## src/rtl/if_id_stage_reg_if.sv

```systemverilog
// Bundles the fetch-side inputs, hazard controls and decode-side outputs of the
// IF/ID stage register; the master drives the inputs and the slave is the register.
interface if_id_stage_reg_if #(
    parameter int unsigned XLEN = 32
);
    logic [XLEN-1:0] pc_i;
    logic [31:0]     instr_i;
    logic            instrReady_i;
    logic            bubble_i;
    logic            flush_i;
    logic [XLEN-1:0] pc_o;
    logic [XLEN-1:0] pcPlus4_o;
    logic [31:0]     instr_o;
    logic            valid_o;
    logic            pcWriteEn_o;
    logic            idExBubble_o;
    logic [1:0]      state_o;
    logic [31:0]     stallCount_o;

    modport master (
        output pc_i, instr_i, instrReady_i, bubble_i, flush_i,
        input  pc_o, pcPlus4_o, instr_o, valid_o, pcWriteEn_o, idExBubble_o,
               state_o, stallCount_o
    );

    modport slave (
        input  pc_i, instr_i, instrReady_i, bubble_i, flush_i,
        output pc_o, pcPlus4_o, instr_o, valid_o, pcWriteEn_o, idExBubble_o,
               state_o, stallCount_o
    );
endinterface

```

## src/rtl/if_id_stage_reg.sv

```systemverilog
// IF/ID pipeline register with flush/stall/fetch-wait control for the RV32IM pipeline.
// Define STALL_COUNTER_EN to build the saturating stall-cycle counter; otherwise it reads 0.
module if_id_stage_reg #(
    parameter int unsigned XLEN      = 32,
    parameter logic [31:0] NOP_INSTR = 32'h00000013
) (
    input logic              clk,
    input logic              rst,
    if_id_stage_reg_if.slave bus
);
    typedef enum logic [1:0] {
        RUN        = 2'd0,
        STALL      = 2'd1,
        FETCH_WAIT = 2'd2
    } state_e;

    state_e          state_q, state_d;
    logic [XLEN-1:0] pc_q, pc_d;
    logic [XLEN-1:0] pcPlus4_q, pcPlus4_d;
    logic [31:0]     instr_q, instr_d;
    logic            valid_q, valid_d;

    // Priority decode: flush beats a load-use bubble, which beats a missing fetch.
    always_comb begin
        pc_d      = pc_q;
        pcPlus4_d = pcPlus4_q;
        instr_d   = instr_q;
        valid_d   = valid_q;
        state_d   = state_q;
        if (bus.flush_i) begin
            pc_d      = bus.pc_i;
            pcPlus4_d = bus.pc_i + XLEN'(4);
            instr_d   = NOP_INSTR;
            valid_d   = 1'b0;
            state_d   = RUN;
        end else if (bus.bubble_i) begin
            state_d   = STALL;
        end else if (!bus.instrReady_i) begin
            instr_d   = NOP_INSTR;
            valid_d   = 1'b0;
            state_d   = FETCH_WAIT;
        end else begin
            pc_d      = bus.pc_i;
            pcPlus4_d = bus.pc_i + XLEN'(4);
            instr_d   = bus.instr_i;
            valid_d   = 1'b1;
            state_d   = RUN;
        end
    end

    always_ff @(posedge clk or posedge rst) begin
        if (rst) begin
            pc_q      <= '0;
            pcPlus4_q <= XLEN'(4);
            instr_q   <= NOP_INSTR;
            valid_q   <= 1'b0;
            state_q   <= RUN;
        end else begin
            pc_q      <= pc_d;
            pcPlus4_q <= pcPlus4_d;
            instr_q   <= instr_d;
            valid_q   <= valid_d;
            state_q   <= state_d;
        end
    end

    // While reset is held the PC stays frozen and ID/EX sees a bubble.
    assign bus.pcWriteEn_o  = !rst && (bus.flush_i || (!bus.bubble_i && bus.instrReady_i));
    assign bus.idExBubble_o = rst || bus.flush_i || bus.bubble_i;

    assign bus.pc_o      = pc_q;
    assign bus.pcPlus4_o = pcPlus4_q;
    assign bus.instr_o   = instr_q;
    assign bus.valid_o   = valid_q;
    assign bus.state_o   = state_q;

`ifdef STALL_COUNTER_EN
    logic [31:0] stallCount_q;
    logic        stallCycle;

    assign stallCycle = !bus.flush_i && (bus.bubble_i || !bus.instrReady_i);

    always_ff @(posedge clk or posedge rst) begin
        if (rst) begin
            stallCount_q <= '0;
        end else if (stallCycle && (stallCount_q != 32'hFFFF_FFFF)) begin
            stallCount_q <= stallCount_q + 32'd1;
        end
    end

    assign bus.stallCount_o = stallCount_q;
`else
    assign bus.stallCount_o = '0;
`endif
endmodule
```

## src/flat_wrapper.sv

```systemverilog
// flat-port wrapper written by rule: the top's interface ports become plain ports
module if_id_stage_reg_flat 
#(
    parameter int unsigned XLEN      = 32,
    parameter logic [31:0] NOP_INSTR = 32'h00000013
)
  (clk, rst, bus_pc_i, bus_instr_i, bus_instrReady_i, bus_bubble_i, bus_flush_i, bus_pc_o, bus_pcPlus4_o, bus_instr_o, bus_valid_o, bus_pcWriteEn_o, bus_idExBubble_o, bus_state_o, bus_stallCount_o);
  if_id_stage_reg_if #(.XLEN(XLEN)) bus_i ();
  input logic clk;
  input logic rst;
  input wire logic [$bits(bus_i.pc_i)-1:0] bus_pc_i;
  input wire logic [$bits(bus_i.instr_i)-1:0] bus_instr_i;
  input wire logic [$bits(bus_i.instrReady_i)-1:0] bus_instrReady_i;
  input wire logic [$bits(bus_i.bubble_i)-1:0] bus_bubble_i;
  input wire logic [$bits(bus_i.flush_i)-1:0] bus_flush_i;
  output wire logic [$bits(bus_i.pc_o)-1:0] bus_pc_o;
  output wire logic [$bits(bus_i.pcPlus4_o)-1:0] bus_pcPlus4_o;
  output wire logic [$bits(bus_i.instr_o)-1:0] bus_instr_o;
  output wire logic [$bits(bus_i.valid_o)-1:0] bus_valid_o;
  output wire logic [$bits(bus_i.pcWriteEn_o)-1:0] bus_pcWriteEn_o;
  output wire logic [$bits(bus_i.idExBubble_o)-1:0] bus_idExBubble_o;
  output wire logic [$bits(bus_i.state_o)-1:0] bus_state_o;
  output wire logic [$bits(bus_i.stallCount_o)-1:0] bus_stallCount_o;
  assign bus_i.pc_i = bus_pc_i;
  assign bus_i.instr_i = bus_instr_i;
  assign bus_i.instrReady_i = bus_instrReady_i;
  assign bus_i.bubble_i = bus_bubble_i;
  assign bus_i.flush_i = bus_flush_i;
  assign bus_pc_o = bus_i.pc_o;
  assign bus_pcPlus4_o = bus_i.pcPlus4_o;
  assign bus_instr_o = bus_i.instr_o;
  assign bus_valid_o = bus_i.valid_o;
  assign bus_pcWriteEn_o = bus_i.pcWriteEn_o;
  assign bus_idExBubble_o = bus_i.idExBubble_o;
  assign bus_state_o = bus_i.state_o;
  assign bus_stallCount_o = bus_i.stallCount_o;
  if_id_stage_reg #(.XLEN(XLEN), .NOP_INSTR(NOP_INSTR)) u_core (.clk(clk), .rst(rst), .bus(bus_i));
endmodule
```

## config.mk

```make
export PLATFORM = sky130hd
export DESIGN_NAME = if_id_stage_reg_flat
export DESIGN_NICKNAME = d
export VERILOG_FILES = /design/src/rtl/if_id_stage_reg_if.sv /design/src/rtl/if_id_stage_reg.sv /design/src/flat_wrapper.sv
export SDC_FILE = /design/constraint.sdc
export NUM_CORES = 1
export LEC_CHECK = 0
export BUFFER_PORTS_ARGS = -buffer_cell sky130_fd_sc_hd__buf_4
export CAP_MARGIN = 10
export CORE_ASPECT_RATIO = 0.6
export CORE_MARGIN = 4
export CORE_UTILIZATION = 51
export CTS_BUF_LIST = sky130_fd_sc_hd__clkbuf_16
export CTS_CLUSTER_DIAMETER = 80
export DETAILED_ROUTE_END_ITERATION = 7
export PLACE_DENSITY = 0.85
export SLEW_MARGIN = 20
export SYNTH_ARGS = -nofsm -noshare
export SYNTH_HDL_FRONTEND = slang
export SYNTH_SLANG_ARGS = --single-unit
```

## constraint.sdc

```tcl
create_clock -name clk -period 6.9 [get_ports clk]
set_clock_uncertainty 0.05 [all_clocks]
set_input_delay 1.035 -clock clk [delete_from_list [all_inputs] [get_ports clk]]
set_output_delay 1.035 -clock clk [all_outputs]
set_load 0.01 [all_outputs]
```

==> results of run 1 <==
==> sequential cells by signal, indices dropped and copies added (netlist names) <==
signal	flops
u_core.bus.pcPlus4_o	32
u_core.bus.valid_o	1
u_core.bus.pc_o	30
u_core.bus.state_o	2
u_core.bus.instr_o	32
==> power by group through the flow <==
stage / Sequential [mW] / Clock [mW] / Combinational (mW)
detailed placement: 0.650 / 0 / 0.239
finish: 0.640 / 0.493 / 0.238
global route: 0.645 / 0.532 / 0.262
global placement: 0.648 / 0 / 0.234
floorplan: 0.668 / 0 / 0.0980
CTS: 0.640 / 0.506 / 0.240
==> cells by family (layout without fill, tap and decap cells) <==
family                   after synthesis  in the layout  synth area share
AO/OA/AOI/OAI                         79             79             0.131
XOR/XNOR                              14             14            0.0278
adder cells (fa/ha/maj)                1              1           0.00284
buffers and inverters                 65            192            0.0862
flip-flops                            97             97             0.551
multiplexers                           2              2           0.00454
other                                  1             32          0.000850
AND/OR/NAND/NOR                      188            188             0.195
==> metrics by stage <==
step,cells,setup WS (ns),utilization
5_1_grt,713,3.83,0.725
6_report,713,3.96,0.725
3_5_place_dp,697,3.91,0.687
3_3_place_gp,697,3.95,0.687
4_1_cts,713,3.90,0.724
2_1_floorplan,478,2.43,-
==> worst max-delay path, stage by stage <==
cell and delay, ns:
buf_4 0.12, inv_4 0.40, nand2_1 0.11, buf_4 0.17
==> layout make-up <==
cell class | count | area, sq um | area share
Clock buffer | 9 | 225 | 0.0382
Multi-Input combinational cell | 316 | 1730 | 0.293
Tap cell | 108 | 135 | 0.0229
Sequential cell | 97 | 2430 | 0.413
Clock inverter | 7 | 71.3 | 0.0121
Timing Repair Buffer | 171 | 1280 | 0.218
Inverter | 5 | 21.3 | 0.00361
==> path summary, 6_finish.rpt <==
| check | to | startpoint | slack [ns] | cells after the start |
|---|---|---|---|---|
| setup / recovery | bus_idExBubble_o | rst | 3.96 | 4 |
| hold / removal | u_core.bus.pc_o[27]$_DFFE_PP0P_ | u_core.bus.pc_o[27]$_DFFE_PP0P_ | 0.42 | 2 |
| setup reg to reg | u_core.bus.pcPlus4_o[19]$_DFFE_PP0P_ | u_core.bus.pcPlus4_o[19]$_DFFE_PP0P_ | 6.05 | 2 |
| hold reg to reg | u_core.bus.pc_o[27]$_DFFE_PP0P_ | u_core.bus.pc_o[27]$_DFFE_PP0P_ | 0.42 | 2 |
| max in group asynchronous | u_core.bus.pc_o[2]$_DFFE_PP0P_ | rst | 5.00 | 3 |
| min in group asynchronous | u_core.bus.pc_o[25]$_DFFE_PP0P_ | rst | 0.71 | 2 |
==> placed cells by master, fill, tap and decap left out, types with 2 or more instances in the layout <==
master,instances
buf_4,171
nand2_1,120
dfrtp_1,93
conb_1,32
a22o_1,29
o21ai_0,17
nand3_1,15
nor2_1,12
or4_1,10
a31oi_1,10
clkbuf_16,9
nand4_1,8
o31ai_1,8
xnor2_1,7
xor2_1,7
inv_1,5
and3_1,4
dfstp_2,4
a21o_1,3
nor4_1,3
and4_1,3
o22a_1,3
and2_2,2
and2_1,2
nor3_1,2
mux2i_1,2
a22oi_1,2
or3_1,2
o211ai_1,2
clkinv_4,2
==> metal layers <==
layer / up-vias / global-route usage
li1: 1789 / -
met3: 8 / 0.0742
met4: 0 / 0.0593
met5: - / 0
met1: 1845 / 0.337
met2: 176 / 0.356
==> metrics.md, run 1 <==
| Metric | Value |
|---|---|
| Critical Path AT | `1.86 ns` |
| Initial drt markers | `295` |
| Mapped cell area | `4410 sq um` |
| Sink Count | `97` |
| Yosys warns | `0` |
| First-pass GRT wire length | `19100 um` |
| Slew HR | `0.342` |
| Vias in the first global route | `3683` |
| 1st-pass router iterations | `4` |
| Grt total ovfl | `0` |
| CP Launch Type | `primary input` |
| CTS tree | `built` |
| Diodes inserted | `0` |
| PnR Total Power | `1.37 mW` |
| Endpoints failing hold | `0` |
| Critical Path RT | `slightly below 6 ns` |
| Worst Hold Slack | `0.419 ns` |
| Gpl congestion | `0.851` |
| Post-CTS Setup Inserts | `0` |
| Combinational share of power | `0.174` |
| Top-level port count | `202` |
| CTS Hold Bufs | `0` |
| Worst vdd ir | `173 uV` |
| Area grow syn2layout | `33.6%` |
| Part of the power in registers | `0.467` |
| P_int | `roughly 1 mW` |
| Placed cell area | `~5600 sq um` |
| Power Density | `about 230 nW/um^2` |
| Die ar. | `10200 sq um` |
| Worst hold path class | `flop to flop` |
| Seq/Total Area, Yosys | `0.551` |
| Port bufs | `169` |
| Synth unique cells | `40` |
| Total Routing Usage GR | `0.237` |
| Wl on met1 | `5040 um` |
| Unrepaired setup endpoints after global routing | `false` |
| Dominant synthesized flop cell | `dfrtp_1` |
| Final setup TNS | `0 ns` |
| Worst slew pin tran | `0.986 ns` |
| Clock power frac | `0.359` |
| Fin crit share | `0.427` |
| Die Y | `80.0 um` |
| Fill cell count | `629` |
| Initial Util | `0.542` |
| Switch share | `0.267` |
| Met2 wire len | `between 5000 and 6000 um` |
| FMAX | `340 MHz` |
| Most common library cells after synthesis | `nand2_1 (121), dfrtp_1 (93), buf_4 (34), a22o_1 (29), clkbuf_1 (23)` |
| CTS clk-pin slew, worst paths | `0.06 ns` |
| Die X-Extent | `128 um` |
| Static Leak | `2.96 nW` |
| Met3 wire length | `1180 um` |
| Via density | `5.35` |
| Tmin final | `2.94 ns` |
| Total Nets Final | `670` |
| Floorplan core area | `8130 sq um` |
| Number of antenna violations at the first check in global routing | `0` |
| Longest Clk Path Bufs | `2` |
| CP Capture Type | `primary output` |
| DRC | `0` |
| Async S/R FF share, synth | `1.00` |
| # H-tree levels | `3` |
| Net Switching | `approximately 0.37 mW` |
| Post-cts resize count | `0` |
| Cell count after synthesis | `447` |
| CP Max Fanout | `46` |
| Cell Rows | `25` |
| Total wire length | `12000 um` |
| Slew Limit Fails | `0` |
| Largest net degree at the start of global routing | `69` |
| Crit path kind | `primary input to primary output` |
| Post-route cell area | `5890 sq um` |
| EDFF count, synth | `0` |
| Vias | `~3800` |
| Top Metal Used | `met4` |
| Cts bufs inserted | `9` |
| #FFs+latches synth | `97` |
| Skew-Pair Late Insertion Delay | `0.34 ns` |
| Layout cells sized above 1 | `0.324` |
| DP HPWL | `slightly below 9000 um` |
| Root buffer cell | `clkbuf_16` |
| Synth area leaders | `dfrtp_1 (53%), nand2_1 (10%), buf_4 (5.8%)` |
| Post-synth top area cell | `dfrtp_1` |
| Post-Syn Area per Cell | `9.87 sq um` |
| Wire per inst | `16.9 um` |
| Share of the synthesized area in the top cell type | `0.528` |
| Most numerous cell in the Yosys netlist | `nand2_1` |
| Setup-failing EPs final | `0` |
| Max Cap Violations | `0` |
| DRT antenna net count | `0` |
| Status | `finished clean` |
No activity file was read; power rests on OpenSTA's default activity.
==> run 2: changes to the inputs <==
--- a/config.mk
+++ b/config.mk
@@ -9,11 +9,11 @@
 export CAP_MARGIN = 10
 export CORE_ASPECT_RATIO = 0.6
 export CORE_MARGIN = 4
-export CORE_UTILIZATION = 51
+export CORE_UTILIZATION = 47
 export CTS_BUF_LIST = sky130_fd_sc_hd__clkbuf_16
 export CTS_CLUSTER_DIAMETER = 80
 export DETAILED_ROUTE_END_ITERATION = 7
-export PLACE_DENSITY = 0.85
+export PLACE_DENSITY = 0.79
 export SLEW_MARGIN = 20
 export SYNTH_ARGS = -nofsm -noshare
 export SYNTH_HDL_FRONTEND = slang
==> constraint.sdc (replaced) <==
create_clock -name clk -period 2.9 [get_ports clk]
set_clock_uncertainty 0.05 [all_clocks]
set_input_delay 0.435 -clock clk [delete_from_list [all_inputs] [get_ports clk]]
set_output_delay 0.435 -clock clk [all_outputs]
set_load 0.01 [all_outputs]
==> run 2 against run 1 <==
  * First-iteration DRC count shrank 6.4%
  * Power grew 150%
  * Clock power grew to 2.6 times the previous value
  * Die area grew 7.8%
  * Non-clock buffer count grew 5
  * Worst setup slack lost 3.0 ns
  * Flip-flop and latch count is the same
  * Hold slack lost 0.21 ns
  * Cell count grew 3.8%
  * Sequential share of layout area shrank 0.59 points
  * Highest routed layer unchanged
  * Critical path depth grew 1
==> metrics.md, run 2 (synthesis results as in run 1) <==
| Metric | Value |
|---|---|
| Grt total ovfl | `0` |
| Power Density | `565 nW/um^2` |
| Number of antenna violations at the first check in global routing | `0` |
| Unrepaired setup endpoints after global routing | `false` |
| Post-cts resize count | `0` |
| Commonest non-fill, non-tap cells in the layout | `buf_4 (176), nand2_1 (120), dfrtp_1 (93)` |
| Vias in the first global route | `3788` |
| Met3 wire length | `around 1000 um` |
| Longest Clk Path Bufs | `2` |
| Root buffer cell | `clkbuf_16` |
| Total Routing Usage GR | `0.225` |
| Endpoints failing hold | `0` |
| Setup-failing EPs final | `0` |
| Diodes inserted | `0` |
| Die X-Extent | `~130 um` |
| CP Buf/Inv Count | `2` |
| Slew HR | `0.357` |
| Cts bufs inserted | `9` |
| Gpl congestion | `0.877` |
| CP Cell Sequence | `buf_4 -> nand2b_1 -> and2_2 -> nor2_1 -> buf_4` |
| Critical Path AT | `1.47 ns` |
| Port bufs | `169` |
| Wl on met1 | `5370 um` |
| CP Launch Type | `primary input` |
| Slew Limit Fails | `0` |
| Dpl ws | `0.640 ns` |
| Fin worst setup slack | `0.946 ns` |
| Worst slew pin tran | `0.964 ns` |
| # H-tree levels | `3` |
| CTS clk-pin slew, worst paths | `around 0.07 ns` |
| Initial drt markers | `276` |
| DRC | `0` |
| Sink Count | `97` |
| Crit path kind | `primary input to primary output` |
| Static Leak | `2.99 nW` |
| Floorplan core area | `9160 sq um` |
| PnR Total Power | `3.38 mW` |
| Via density | `5.17` |
| Met2 wire len | `approximately 5800 um` |
| FMAX | `between 500 and 600 MHz` |
| Vias | `about 3800` |
| Area of the multi-input gates | `1720 sq um` |
| Total Nets Final | `~680` |
| Layout cells sized above 1 | `0.328` |
| Area grow syn2layout | `35.6%` |
| Worst vdd ir | `270 uV` |
| CTS tree | `built` |
| FF/Latch Area | `about 2400 sq um` |
| Max Cap Violations | `0` |
| Worst hold path class | `primary input to flop` |
| First-pass GRT wire length | `20000 um` |
| Final Util | `0.653` |
| Final setup TNS | `0 ns` |
| Status | `finished clean` |
| Cell Rows | `27` |
| Die ar. | `between 10000 and 15000 sq um` |
| Fill cell count | `743` |
| Top Family by Delay on Critical Path | `simple AND/OR/NAND/NOR gates` |
| CTS Hold Bufs | `0` |
| Largest net degree at the start of global routing | `50` |
| Wire per inst | `16.6 um` |
| Skew-Pair Late Insertion Delay | `approximately 0.34 ns` |
| Top Metal Used | `met4` |
| DP HPWL | `9200 um` |
| Worst Hold Slack | `0.211 ns` |
| DRT antenna net count | `0` |
| Commonest non-fill, non-tap cell in the layout | `buf_4` |
| Critical Path RT | `2.41 ns` |
| Worst path slowest cell | `and2_2` |
| CP Capture Type | `primary output` |
| Most used cell, CP | `buf_4` |
| Top-level port count | `202` |
| CP max stage delay | `0.49 ns` |
| Tmin final | `1.95 ns` |
| CP Max Fanout | `23` |
| Total wire length | `12300 um` |
| Initial Util | `0.482` |
| Post-CTS Setup Inserts | `0` |
| 1st-pass router iterations | `4` |
| Fin crit share | `0.674` |
| Die Y | `83.0 um` |
run 2: cell types whose count changed in the layout (fill, tap and decap cells not counted), sizes merged:
cell and change:
clkinvlp +1, inv -2, buf +5, bufinv +1
run 2: final timing paths:
check                      slack, ns                                    to  cells after the start                                  from
max                             0.95                       bus_pcWriteEn_o                      5                          bus_bubble_i
min in group asynchronous       0.29    u_core.bus.instr_o[27]$_DFFE_PP0P_                      3                                   rst
max in group asynchronous       2.08   u_core.bus.pcPlus4_o[5]$_DFFE_PP0P_                      3                                   rst
min reg2reg                     0.42       u_core.bus.pc_o[26]$_DFFE_PP0P_                      2       u_core.bus.pc_o[26]$_DFFE_PP0P_
max reg2reg                     2.09  u_core.bus.pcPlus4_o[19]$_DFFE_PP0P_                      2  u_core.bus.pcPlus4_o[19]$_DFFE_PP0P_
min                             0.21       u_core.bus.state_o[1]$_DFF_PP0_                      2                      bus_instrReady_i
run 2: routing by layer:
| layer | global-route usage | vias up |
|---|---|---|
| met1 | 0.313 | 1875 |
| li1 | - | 1793 |
| met4 | 0.0491 | 0 |
| met2 | 0.348 | 151 |
| met5 | 0 | - |
| met3 | 0.0702 | 10 |
run 2: metrics by stage:
step / instances / area (sq um)
2_1_floorplan: 478 / 4530
6_report: 740 / 5980
4_1_cts: 740 / 5980
5_1_grt: 740 / 5980
3_5_place_dp: 724 / 5660
3_3_place_gp: 724 / 5660
run 2: area by class of cell:
type                            instances  area share
Clock buffer                            9      0.0377
Clock inverter                          7      0.0163
Inverter                                5     0.00377
Multi-Input combinational cell        316       0.287
Sequential cell                        97       0.407
Tap cell                              130      0.0272
Timing Repair Buffer                  176       0.221
run 2: report_power, final:
| group | internal, mW | switching (mW) | leakage (nW) |
|---|---|---|---|
| Combinational | 0.264 | 0.306 | 1.63 |
| Clock | 0.758 | 0.528 | 0.157 |
| Sequential | 1.46 | 0.0657 | 1.20 |
